File: src/rtl/dmem_arbiter.sv
// dmem_arbiter: shares one single-port synchronous data RAM between the core
// load/store unit (port 0) and the debug/loader port (port 1). Requests are
// range/alignment checked, arbitrated round-robin or fixed-priority, and each
// 1-cycle-latency response is routed back to the port that issued it.
module dmem_arbiter #(
    parameter int                ADDR_W      = 32,
    parameter int                DEPTH       = 1024,
    parameter logic [ADDR_W-1:0] BASE_ADDR   = 'h0000_1000,
    parameter bit                ROUND_ROBIN = 1'b1
) (
    input  logic                     i_clk,
    input  logic                     i_rst_n,
    input  logic                     i_p0_valid,
    output logic                     o_p0_ready,
    input  logic                     i_p0_we,
    input  logic [ADDR_W-1:0]        i_p0_addr,
    input  logic [31:0]              i_p0_wdata,
    input  logic [3:0]               i_p0_wstrb,
    output logic                     o_p0_rvalid,
    output logic [31:0]              o_p0_rdata,
    output logic                     o_p0_err,
    input  logic                     i_p1_valid,
    output logic                     o_p1_ready,
    input  logic                     i_p1_we,
    input  logic [ADDR_W-1:0]        i_p1_addr,
    input  logic [31:0]              i_p1_wdata,
    input  logic [3:0]               i_p1_wstrb,
    output logic                     o_p1_rvalid,
    output logic [31:0]              o_p1_rdata,
    output logic                     o_p1_err,
    output logic                     o_mem_en,
    output logic [3:0]               o_mem_we,
    output logic [$clog2(DEPTH)-1:0] o_mem_addr,
    output logic [31:0]              o_mem_wdata,
    input  logic [31:0]              i_mem_rdata
);

    localparam int AW = $clog2(DEPTH);

    // One extra bit so the upper bound cannot wrap at the top of the address space.
    localparam logic [ADDR_W:0] LO_ADDR = {1'b0, BASE_ADDR};
    localparam logic [ADDR_W:0] HI_ADDR = LO_ADDR + (ADDR_W+1)'(4 * DEPTH);

    logic              r_last_grant;
    logic              r_vld;
    logic              r_port;
    logic              r_we;
    logic              r_err;

    logic              w_grant;
    logic              w_ready0;
    logic              w_ready1;
    logic              w_accept;
    logic              w_we;
    logic              w_ok;
    logic [ADDR_W-1:0] w_addr;
    logic [ADDR_W:0]   w_addr_ext;
    logic [31:0]       w_wdata;
    logic [3:0]        w_wstrb;

    // Grant selection: lone requester wins; ties go opposite the last grant
    // in round-robin mode, otherwise port 0 always wins.
    always_comb begin
        w_grant = 1'b0;
        if (i_p0_valid && i_p1_valid) begin
            w_grant = ROUND_ROBIN ? ~r_last_grant : 1'b0;
        end else if (i_p1_valid) begin
            w_grant = 1'b1;
        end
    end

    // Ready is forced low while reset is held so nothing reaches the RAM.
    assign w_ready0 = i_rst_n & i_p0_valid & ~w_grant;
    assign w_ready1 = i_rst_n & i_p1_valid &  w_grant;
    assign w_accept = w_ready0 | w_ready1;

    assign o_p0_ready = w_ready0;
    assign o_p1_ready = w_ready1;

    assign w_we    = w_grant ? i_p1_we    : i_p0_we;
    assign w_addr  = w_grant ? i_p1_addr  : i_p0_addr;
    assign w_wdata = w_grant ? i_p1_wdata : i_p0_wdata;
    assign w_wstrb = w_grant ? i_p1_wstrb : i_p0_wstrb;

    assign w_addr_ext = {1'b0, w_addr};
    assign w_ok       = (w_addr[1:0] == 2'b00) && (w_addr_ext >= LO_ADDR) && (w_addr_ext < HI_ADDR);

    // Rejected accesses never touch the RAM.
    assign o_mem_en    = w_accept & w_ok;
    assign o_mem_we    = (w_accept & w_ok & w_we) ? w_wstrb : 4'b0000;
    assign o_mem_addr  = AW'((w_addr - BASE_ADDR) >> 2);
    assign o_mem_wdata = w_wdata;

    // Round-robin pointer only moves when a request is actually accepted.
    always_ff @(posedge i_clk or negedge i_rst_n) begin
        if (!i_rst_n) begin
            r_last_grant <= 1'b1;
        end else if (w_accept) begin
            r_last_grant <= w_grant;
        end
    end

    // Response stage: remembers who was served and how, lined up with RAM read data.
    always_ff @(posedge i_clk or negedge i_rst_n) begin
        if (!i_rst_n) begin
            r_vld  <= 1'b0;
            r_port <= 1'b0;
            r_we   <= 1'b0;
            r_err  <= 1'b0;
        end else begin
            r_vld <= w_accept;
            if (w_accept) begin
                r_port <= w_grant;
                r_we   <= w_we;
                r_err  <= ~w_ok;
            end
        end
    end

    assign o_p0_rvalid = r_vld & ~r_port;
    assign o_p1_rvalid = r_vld &  r_port;
    assign o_p0_err    = o_p0_rvalid & r_err;
    assign o_p1_err    = o_p1_rvalid & r_err;
    assign o_p0_rdata  = (o_p0_rvalid & ~r_we & ~r_err) ? i_mem_rdata : 32'h0;
    assign o_p1_rdata  = (o_p1_rvalid & ~r_we & ~r_err) ? i_mem_rdata : 32'h0;

endmodule

File: config.mk
export PLATFORM = sky130hd
export DESIGN_NAME = dmem_arbiter
export DESIGN_NICKNAME = d
export VERILOG_FILES = /design/src/rtl/dmem_arbiter.sv
export SDC_FILE = /design/constraint.sdc
export NUM_CORES = 1
export LEC_CHECK = 0
export CAP_MARGIN = 40
export CORE_AREA = 4 4 111 113
export CTS_CLUSTER_SIZE = 10
export DETAILED_ROUTE_END_ITERATION = 12
export DIE_AREA = 0 0 115 117
export PLACE_DENSITY_LB_ADDON = 0.12
export SYNTH_ARGS = -nofsm -noshare
export SYNTH_HDL_FRONTEND = slang
export SYNTH_SLANG_ARGS = --single-unit
File: constraint.sdc
create_clock -name i_clk -period 1.9 [get_ports i_clk]
set_input_delay 0.38 -clock i_clk [delete_from_list [all_inputs] [get_ports i_clk]]
set_output_delay 0.38 -clock i_clk [all_outputs]
set_load 0.05 [all_outputs]
==> flow_summary.ini, run 1 <==
[final_layout]
final_common_cell = clkdlybuf4s50_1
layout.nets = 672
antenna_cells = 0
post-route-util = 0.551
fillers = 1018
area_growth_pct = 351
drive_gt1_frac = 0.604
fin_area_um2 = 6240
final_cell_mix = clkdlybuf4s50_1, buf_12, and2_4, buf_6, mux2_2

[timing]
slew_headroom = 0.773
fin_crit_sh = 1.17
clock_skew_ps = 1.69
rsz0062_at_grt = true
hold_violations = 0
maxSlewViolCount = 0
clock.fmax_mhz = 451
tns_ps = -17600
worst_slack_ps = -317
fin_crit_ps = 2220
setup_viol = 111
worst_pin_slew_ps = 332

[die]
start_util = 0.122
ios = 291
die_h_um = 117
die_x_um = 115
rows = 39
core_um2 = 11300
die_area_um2 = 13500

[logic_synthesis]
synth_ff_type = dfrtp_1
synth_area_um2 = 1390
syn_nets = 342
yosysWarnings = 0
avgSynthCellArea_um2 = 8.24
synth_edf_count = 0
synth_cell_types = 28
async_flop_share = 1.00
netlist_instances = 168
ys_seq_area_frac = 0.0912
ys_seq_elements = 5

[cts]
path_clk_slew_ps = 30
clock_tree.root_cell = clkbuf_16
cts.sinks = 5
cts_buffers = 3
cts.path.max_buffers = 2
h-tree-depth = 1
clk_latency_ps = 220
cts_tree = done
cts_hold_buffers = 0

[setup_path]
r2r_slack_ps = 140
crit_arrival_ps = 1840
crit_required_ps = 1520
cp_max_fo = 5
critPathKind = input pin to output pin
cp-end-kind = output pin
start_kind = input pin

[run]
cap_viol_max_count = 0

[pwr]
p_leak_uw = 0.00266
ir_drop_mv = 0.242
power_density_nw_per_um2 = 303

[route]
drc = 0
dr.pass1.iters = 4
finalWirelength_mm = 10.7
wl_per_cell_um = 16.8
drt_iter0_markers = 55
vias = 2586
ant_nets = 0
routed_via_density = 4.04

[run_status]
failed_checks = negative setup slack
status = finished with violations

[place]
hpwlAfterDp_mm = 8.69
detailed_place.area_um2 = 5440
place_ws_ps = -522
portBuffers = 290
place.gp.congestion = 0.731

[grt]
grt_pass1_vias = 2858
track_usage = 0.147
gr-total-overflow = 0
grt_start_max_net_pins = 15
antenna_found_initial = 0
grt_pass1_wl_mm = 15.4

[hold_path]
hp-class = input pin to async pin
[stage by stage]
step	std cells	total power [uW]	hold slack, ps
2_1_floorplan	168	729	84.4
3_3_place_gp	612	1350	531
3_5_place_dp	612	1360	545
4_1_cts	639	1890	465
5_1_grt	640	1980	478
6_report	640	1890	462
[power by group]
part           switching, uW  internal [uW]  leakage, uW
combinational            637            777      0.00257
sequential              15.7            123    0.0000546
clock                   63.2            278    0.0000382
[final cells by class]
type                       instances  area (um^2)  share of cell area
timing repair buffer             336         4310               0.690
clock buffer                       4         78.8              0.0126
tap                              143          179              0.0287
multi-input combinational        151         1540               0.247
sequential                         5          128              0.0204
inverter                           1         3.75            0.000601
[cells in the mapped netlist (all sizes together) (2+ instances only)]
master	instances	share of area
and2	67	0.30
buf	5	0.029
clkbuf	6	0.016
dfrtp	4	0.072
mux2	44	0.36
mux2i	4	0.029
nand2	4	0.011
nand4	2	0.0090
nor2	4	0.011
nor3	4	0.014
nor3b	2	0.018
nor4	8	0.036
nor4b	2	0.013
[cell families after synthesis]
logic type             synth area share
and+or+nand+nor                   0.435
muxes                             0.389
buffers and inverters            0.0479
AOI/OAI and AO/OA                0.0370
DFF                              0.0912
[metal layers]
metal,vias up,routed length (um),global-route usage
met2,167,6130,0.304
met5,-,0,0
met4,0,61,0.0203
li1,1246,-,-
met1,1167,3330,0.143
met3,6,1200,0.0494
[sequential cells by signal, summed over array words and instances, names as in the netlist]
| signal | flops |
|---|---|
| r_vld | 1 |
| r_err | 1 |
| r_we | 1 |
| r_last_grant | 1 |
| r_port | 1 |
[critical path, cell delays in order]
cell	delay, ps
dlygate4sd2_1	220
a21boi_4	210
buf_12	130
buf_4	130
bufbuf_16	250
mux2_2	340
buf_8	150
[path summary, 6_finish.rpt]
| kind | startpoint | end | cells after the start |
|---|---|---|---|
| min reg2reg | r_we | r_we | 2 |
| max reg2reg | r_last_grant | r_err | 6 |
| min | i_rst_n | r_port | 2 |
| min in group i_clk | r_we | r_we | 2 |
| max | i_p1_valid | o_mem_wdata[18] | 7 |
| max in group asynchronous | i_rst_n | r_last_grant | 2 |
[what timing repair did]
| action | CTS | global route |
|---|---|---|
| cloned | 7 | 1 |
| setup endpoints to repair | 112 | 112 |
| pin swaps | 74 | 11 |
| buffers inserted | 16 | 5 |
| gates resized for setup | 170 | 13 |
(Power assumes the default switching activity.)
==> inputs of run 2 (changes only) <==
- CORE_AREA: 4 4 111 113 -> 2 2 112 114
- DIE_AREA: 0 0 115 117 -> 0 0 114 116
==> run 2 against run 1 <==
  * The flow still finishes with violations (negative setup slack)
  * Worst setup slack better by 89 ps
  * Core utilization down 2.5 points
  * Clock-buffer cell count unchanged
  * Sequential share of layout area hardly changed
  * Critical endpoint is now o_mem_we[2]
  * Largest power group unchanged
  * Highest routed layer unchanged
==> flow_summary.ini, run 2 (synthesized netlist as in run 1, its figures left out) <==
[grt]
grtUsageMet2 = 0.336
grt_start_max_net_pins = 12
antenna_found_initial = 0
grt_pass1_wl_mm = 16.2
track_usage = 0.161
grt.busiest_layer = met2
grt_pass1_vias = 2878
grt_use_met3 = 0.0361
grt_use_met1 = 0.163
gr-total-overflow = 0

[timing]
tns_ps = -13120
maxSlewViolCount = 0
rsz0062_at_grt = true
fin_crit_sh = 1.12
hold_violations = 0
slew_headroom = 0.822
worst_slack_ps = -228
clock.fmax_mhz = 470
clock_skew_ps = 1.62
setup_viol = 113
fin_crit_ps = 2130
worst_pin_slew_ps = 264

[die]
die_x_um = 114
core_um2 = 11900
die_h_um = 116
die_area_um2 = 13200
start_util = 0.116
ios = 291
rows = 40

[final_layout]
drive_gt1_frac = 0.632
layout.nets = 669
fin_cells = 641
final_cell_mix = clkdlybuf4s50_1, buf_12, and2_4, buf_6, mux2_2
antenna_cells = 0
area_growth_pct = 353
post-route-util = 0.527
final_common_cell = clkdlybuf4s50_1
fin_area_um2 = 6270

[cts]
clk_latency_ps = 230
clock_tree.root_cell = clkbuf_16
cts_tree = done
path_clk_slew_ps = 30
cts_buffers = 3
cts.sinks = 5
cts.path.max_buffers = 2
h-tree-depth = 1

[setup_path]
critPathKind = register to output pin
cp_max_fo = 6
critical_path.slowest_cell = dfstp_2
cp-end-kind = output pin
crit_required_ps = 1520
crit_arrival_ps = 1750
start_kind = register
critPathMaxStageDelay_ps = 590
path_cells = a21boi_4, nand3b_1, o22a_4, nor3_4, buf_12

[route]
vias = 2631
wl_per_cell_um = 17.3
drc = 0
routed_via_density = 4.10
dr.pass1.iters = 4
ant_nets = 0
drt_iter0_markers = 38
finalWirelength_mm = 11.1

[place]
detailed_place.area_um2 = 5380
place.gp.congestion = 0.783
hpwlAfterDp_mm = 8.16
portBuffers = 290
numPlacedInstances = 609

[pwr]
power_density_nw_per_um2 = 310
p_leak_uw = 0.00270
ir_drop_mv = 0.247
p_total_uw = 1940

[run_status]
status = finished with violations
failed_checks = negative setup slack

[hold_path]
hp-class = input pin to async pin

[run]
cap_viol_max_count = 0
==> run 2: cell types whose count changed in the layout (fill, tap and decap cells not counted), sizes merged <==
cell	previous run	this run
clkdlybuf4s50	142	127
clkbuf	5	15
bufbuf	1	0
a21boi	1	2
clkdlybuf4s15	1	12
buf	161	163
dlygate4sd2	25	15
dlymetal6s2s	5	4
==> run 2: final timing paths <==
path / startpoint / endpoint / slack [ps] / cells past startpoint
max reg2reg: r_last_grant / r_port / 230 / 7
min reg2reg: r_we / r_we / 620 / 2
min in group i_clk: i_p0_valid / r_last_grant / 540 / 3
min: i_rst_n / r_port / 470 / 2
max: r_last_grant / o_mem_we[2] / -230 / 5
max in group asynchronous: i_rst_n / r_last_grant / 1220 / 2
==> run 2: final cells by class <==
cell class	count	area, um^2
Clock buffer	4	78.8
Inverter	1	3.75
Sequential cell	5	126
Multi-Input combinational cell	152	1650
Fill cell	1068	5640
Tap cell	147	184
Timing Repair Buffer	332	4230
==> run 2: metrics by stage <==
step	worst slack [ps]	hold slack, ps
3_3_place_gp	-612	542
4_1_cts	-307	469
2_1_floorplan	-38.8	84.4
6_report	-228	468
3_5_place_dp	-600	562
5_1_grt	-297	492
==> run 2: power by group <==
group	internal, uW	switching (uW)
clock network	278	66.7
registers	123	19.4
logic	790	665
total	1190	751
==> run 2: what timing repair did <==
action | 4_1_cts | 5_1_grt
cloned | 13 | 0
setup endpoints to repair | 113 | 113
pin swaps | 70 | 19
endpoints found under the hold margin | 0 | 0
resized for setup | 228 | 54
hold buffers | 0 | 0
buffers inserted | 25 | 3
==> run 2: per-layer routing <==
metal,routed length [um],vias up
met2,6360,178
met5,0,-
met4,128,0
li1,-,1239
met3,920,10
met1,3660,1204
==> run 2: worst max-delay path: cells and delay by family, from the launching register on <==
kind	cells	cell delay, ps
DFF	1	590
and+or+nand+nor	2	410
AOI/OAI and AO/OA	2	350
buffers and inverters	1	170
